### src/rtl/result_sender_pkg.sv
// Shared constants and state encoding for the result transmit path.
// The state type is also consumed by the I/O controller for debug visibility.
package result_sender_pkg;

    localparam int BYTES_PER_WORD = 4;

    typedef enum logic [2:0] {
        IDLE,
        FETCH,
        WAIT_RD,
        SEND,
        WAIT_ACK,
        DONE
    } rs_state_t;

endpackage

### src/rtl/result_sender_byte_deconcat.sv
// Word-to-byte shift register: loads a memory word, presents its low byte,
// and shifts right one byte at a time while tracking the byte position.
module byte_deconcat #(
    parameter int DATAW = 32
) (
    input  logic             clk,
    input  logic             rst,
    input  logic             i_load,
    input  logic [DATAW-1:0] i_word,
    input  logic             i_shift,
    output logic [7:0]       o_byte,
    output logic             o_last
);

    localparam int BYTES = DATAW / 8;
    localparam int BIW   = (BYTES > 1) ? $clog2(BYTES) : 1;

    logic [DATAW-1:0] r_sreg;
    logic [BIW-1:0]   r_byte_idx;

    // A load restarts the byte position so the word goes out LSB first.
    always_ff @(posedge clk) begin
        if (rst) begin
            r_sreg     <= '0;
            r_byte_idx <= '0;
        end else if (i_load) begin
            r_sreg     <= i_word;
            r_byte_idx <= '0;
        end else if (i_shift) begin
            r_sreg     <= r_sreg >> 8;
            r_byte_idx <= r_byte_idx + 1'b1;
        end
    end

    assign o_byte = r_sreg[7:0];
    assign o_last = (r_byte_idx == BIW'(BYTES - 1));

endmodule

### src/rtl/result_sender.sv
// result_sender: reads result words from data memory and streams their bytes,
// LSB first, to the AXI UART TX channel; pulses done when nbytes have gone out.
module result_sender
    import result_sender_pkg::*;
#(
    parameter int ADDRW  = 12,
    parameter int DATAW  = 8 * BYTES_PER_WORD,
    parameter int RD_LAT = 2
) (
    input  logic             clk,
    input  logic             rst,
    input  logic             i_start,
    input  logic [31:0]      i_nbytes,
    input  logic [ADDRW-1:0] i_base_addr,
    output logic             o_mem_re,
    output logic [ADDRW-1:0] o_mem_addr,
    input  logic [DATAW-1:0] i_mem_rdata,
    output logic             o_axi_we,
    output logic [7:0]       o_axi_wdata,
    input  logic             i_axi_w_busy,
    input  logic             i_axi_w_success,
    output logic             o_busy,
    output logic             o_done
);

    localparam int LATW = (RD_LAT > 1) ? $clog2(RD_LAT) : 1;

    rs_state_t        r_state;
    rs_state_t        w_state_n;
    logic [31:0]      r_remaining;
    logic [ADDRW-1:0] r_word_idx;
    logic [ADDRW-1:0] r_base;
    logic [LATW-1:0]  r_rd_cnt;

    logic             w_rd_last;
    logic             w_load;
    logic             w_shift;
    logic             w_byte_last;
    logic [7:0]       w_byte;

    assign w_rd_last = (r_rd_cnt == LATW'(RD_LAT - 1));
    assign w_load    = (r_state == WAIT_RD) && w_rd_last;
    assign w_shift   = (r_state == WAIT_ACK) && i_axi_w_success;

    byte_deconcat #(
        .DATAW (DATAW)
    ) u_deconcat (
        .clk     (clk),
        .rst     (rst),
        .i_load  (w_load),
        .i_word  (i_mem_rdata),
        .i_shift (w_shift),
        .o_byte  (w_byte),
        .o_last  (w_byte_last)
    );

    always_ff @(posedge clk) begin
        if (rst) begin
            r_state <= IDLE;
        end else begin
            r_state <= w_state_n;
        end
    end

    // Success wins over a simultaneous busy; the last-byte test precedes the
    // end-of-word test so a finished transfer never issues an extra read.
    always_comb begin
        w_state_n = r_state;
        o_mem_re  = 1'b0;
        o_axi_we  = 1'b0;
        o_done    = 1'b0;
        o_busy    = (r_state != IDLE);
        case (r_state)
            IDLE: begin
                if (i_start) begin
                    w_state_n = (i_nbytes == 32'd0) ? DONE : FETCH;
                end
            end
            FETCH: begin
                o_mem_re  = 1'b1;
                w_state_n = WAIT_RD;
            end
            WAIT_RD: begin
                if (w_rd_last) begin
                    w_state_n = SEND;
                end
            end
            SEND: begin
                if (!i_axi_w_busy) begin
                    w_state_n = WAIT_ACK;
                end
            end
            WAIT_ACK: begin
                o_axi_we = 1'b1;
                if (i_axi_w_success) begin
                    if (r_remaining == 32'd1) begin
                        w_state_n = DONE;
                    end else if (w_byte_last) begin
                        w_state_n = FETCH;
                    end else begin
                        w_state_n = SEND;
                    end
                end
            end
            DONE: begin
                o_done    = 1'b1;
                w_state_n = IDLE;
            end
            default: w_state_n = IDLE;
        endcase
    end

    always_ff @(posedge clk) begin
        if (rst) begin
            r_remaining <= '0;
            r_word_idx  <= '0;
            r_base      <= '0;
            r_rd_cnt    <= '0;
        end else begin
            case (r_state)
                IDLE: begin
                    if (i_start && (i_nbytes != 32'd0)) begin
                        r_remaining <= i_nbytes;
                        r_word_idx  <= '0;
                        r_base      <= i_base_addr;
                    end
                end
                FETCH: r_rd_cnt <= '0;
                WAIT_RD: begin
                    r_rd_cnt <= r_rd_cnt + 1'b1;
                    if (w_rd_last) begin
                        r_word_idx <= r_word_idx + 1'b1;
                    end
                end
                WAIT_ACK: begin
                    if (i_axi_w_success) begin
                        r_remaining <= r_remaining - 32'd1;
                    end
                end
                default: ;
            endcase
        end
    end

    // Word offset wraps naturally at the address width.
    assign o_mem_addr  = r_base + r_word_idx;
    assign o_axi_wdata = w_byte;

endmodule

### config.mk
export PLATFORM = sky130hd
export DESIGN_NAME = result_sender
export DESIGN_NICKNAME = d
export VERILOG_FILES = /design/src/rtl/result_sender_pkg.sv /design/src/rtl/result_sender_byte_deconcat.sv /design/src/rtl/result_sender.sv
export SDC_FILE = /design/constraint.sdc
export NUM_CORES = 1
export LEC_CHECK = 0
export CELL_PAD_IN_SITES_DETAIL_PLACEMENT = 1
export CELL_PAD_IN_SITES_GLOBAL_PLACEMENT = 2
export CORE_ASPECT_RATIO = 1.4
export CORE_MARGIN = 5
export CORE_UTILIZATION = 32
export DETAILED_ROUTE_END_ITERATION = 10
export PLACE_DENSITY_LB_ADDON = 0.25
export SYNTH_ARGS = -nofsm -noshare
export SYNTH_HDL_FRONTEND = slang
export SYNTH_SLANG_ARGS = --single-unit
export TNS_END_PERCENT = 10
### constraint.sdc
create_clock -name clk -period 4.6 [get_ports clk]
set_input_delay 0.46 -clock clk [delete_from_list [all_inputs] [get_ports clk]]
set_output_delay 0.46 -clock clk [all_outputs]
set_load 0.1 [all_outputs]
==> metrics <==
status finished, final reports clean; multi-input logic area 3280 um^2; Final #Nets approximately 880; clock latency on the worst-skew pair 0.36 ns; first-pass GRT wire length 30.4 mm; Final Hold Fails 0; H-tree depth 3; CTS sink cnt 94; Post-route DRC 0; RSZ-0062 raised after global routing no; reg2reg end r_remaining[31]; Leak 2.47 nW; Synth cell types 62; CTS max path bufs 2; WS Path Type reg2out; top_reg_cell synth dfxtp_1; Layout area overhead 25.1%; share of Yosys cell area claimed by the top area cell type ~34%; clk root buf clkbuf_16; # resized after CTS 0; PwrDens 329 nW/um^2; #FFs+latches synth between 90 and 100; Max Cap Violations 0; number of buffers created by CTS 9; reg-to-reg setup timing slack 1.96 ns; GRT Util Overall 18.7%; Via density 5.76; Startpoint Class flip-flop; area fraction in compound gates after synthesis 25.4%; Initial Utilization ~33%; layout cells sized above 1 6.25%; core area between 15000 and 20000 um^2; commonest non-fill, non-tap cell in the layout nand2_1; global-route congestion overflow total 0; WHS Path Cells 2; Final Setup Violations 0; Buffers on Ports approximately 100; initial antenna violation count 0; EDFF count, synth 0; Worst Setup Slack, final approximately 0.98 ns; Synth area leader dfxtp_1; Slew Viols, Final 0; largest cells by area after synthesis dfxtp_1, nand2_1, a21oi_1, nor2_1, a311oi_1; fin crit share 78.7%; mux cell area share after synthesis less than 1%; max_slew headroom 31.3%; via count 5681; register area roughly 1900 um^2; pre-CTS setup slack 1.34 ns; largest family of logic cells by synthesized area simple AND/OR/NAND/NOR gates; die span in y 165 um; final cell count without fillers 987; GP Congestion 0.786; post-synth design cell area 5510 um^2; synth warn 0; Worst Path Max Fanout 6; Worst Hold Endpoint r_base[10]; Post-Syn Instances between 700 and 800; routed wire length 18.8 mm; vias in the first global route 6054; Post-Synth Simple-Gate Area a little over a quarter; Routed Antenna Nets 0; Mapped Avg Cell Area 7.61 um^2; Final TNS setup 0 ns; IR Drop Worst-Case VDD 0.146 mV; CP required 4.14 ns; postcts setup bufs 0; io pins 105; post-synthesis sequential area ratio 34.2%; hold wc startpoint r_base[10]; Fill cells 2053; critical path endpoint category output pin; worst-case reg-to-reg path depth 5; fmax 0.276 GHz; # rows between 50 and 60; hold crit path type reg2reg; Power Total 2.26 mW; Synth async-reset ratio 0%; DR WL/cell between 15 and 20 um; TritonCTS clock tree yes; largest net degree at the start of global routing 87; hpwl dp 13.0 mm; most frequent cells in the layout nand2_1, clkdlybuf4s50_1, dfxtp_1; worst r2r src r_remaining[6]; drt initial violations 325; hold_buf cts 0; placed cell count 971; die footprint 20000 um^2; xor and xnor area share after synthesis between 3 and 4%; worst slew pin tran 1.02 ns; Die Wd about 120 um; ant diodes 0; Net Count, Synth 821; min cycle time layout roughly 3.6 ns; Adder-Cell Fraction of Synth Area 3.77%; Pre-Repair DR Iteration Count 4; Worst EP arrival 3.16 ns; Clock transition at path regs 0.07 ns; Layout Skew roughly 0.0047 ns
synthesized netlist by cell type (4+ instances only):
cell,n
a211oi_1,5
a21oi_1,75
a221o_1,4
a22oi_1,4
a311oi_1,24
a31oi_1,12
and3_1,9
buf_4,8
buf_6,4
clkbuf_1,55
dfxtp_1,94
ha_1,15
inv_1,12
nand2_1,129
nand3_1,21
nand4_1,13
nor2_1,66
nor3_1,23
nor4_1,20
o21a_1,4
o21ai_0,13
o32ai_1,18
or2_2,5
xnor2_1,8
xor2_1,11
how the worst max path moves through the flow:
stage	from	to	slack (ns)	depth (start not counted)
after floorplan	r_word_idx[1]	o_mem_addr[11]	0.26	6
after global placement	r_word_idx[1]	o_mem_addr[5]	1.45	7
after detailed placement	r_word_idx[1]	o_mem_addr[5]	1.34	7
after CTS	r_word_idx[1]	o_mem_addr[5]	0.95	7
after global routing	r_word_idx[1]	o_mem_addr[5]	0.87	7
final	r_word_idx[1]	o_mem_addr[5]	0.98	7
cell type report:
class / instances / share of cell area, %
clock buffer: 9 / 3.27
clock inverter: 7 / 1.54
inverter: 13 / 0.709
multi-input combinational: 548 / 47.7
sequential: 94 / 27.3
tap: 203 / 3.69
timing repair buffer: 113 / 15.8
power by group:
part	switching, mW	internal [mW]	total (mW)
Combinational	0.337	0.183	0.520
Clock	0.364	0.486	0.849
Sequential	0.0422	0.852	0.894
Total	0.743	1.52	2.26
logic make-up after synthesis:
logic type | after synthesis
AND/OR/NAND/NOR | 309
AO/OA/AOI/OAI | 202
flip-flops | 94
buffers and inverters | 82
XOR/XNOR | 19
adder cells (fa/ha/maj) | 16
multiplexers | 2
worst max-delay path: stages, from the launching register on:
cell	delay, ns
dfxtp_1	0.47
ha_1	0.31
a211oi_1	0.34
nor2_1	0.11
o21a_1	0.18
nor2_1	0.12
xnor2_1	0.13
clkdlybuf4s50_1	1.16
metal layers:
metal	track usage, %	vias to the layer above	routed length (um)
met4	7.06	0	384
met1	21.2	2765	7680
met2	35.5	129	9970
met3	2.35	28	785
li1	-	2759	-
met5	0	-	0
per-stage QoR:
step                area (um^2)  hold WS, ns  utilization (%)
floorplan                  5510        0.435                -
global placement           6560        0.447             39.0
detailed placement         6560        0.456             39.0
CTS                        6890        0.466             41.0
global route               6890        0.490             41.0
finish                     6890        0.460             41.0
registers in the layout, indices dropped and copies added, names as in the netlist:
name                   flops
r_remaining               32
u_deconcat.r_sreg         32
r_base                    12
r_word_idx                12
r_state                    3
u_deconcat.r_byte_idx      2
r_rd_cnt                   1
(Power assumes the default switching activity.)
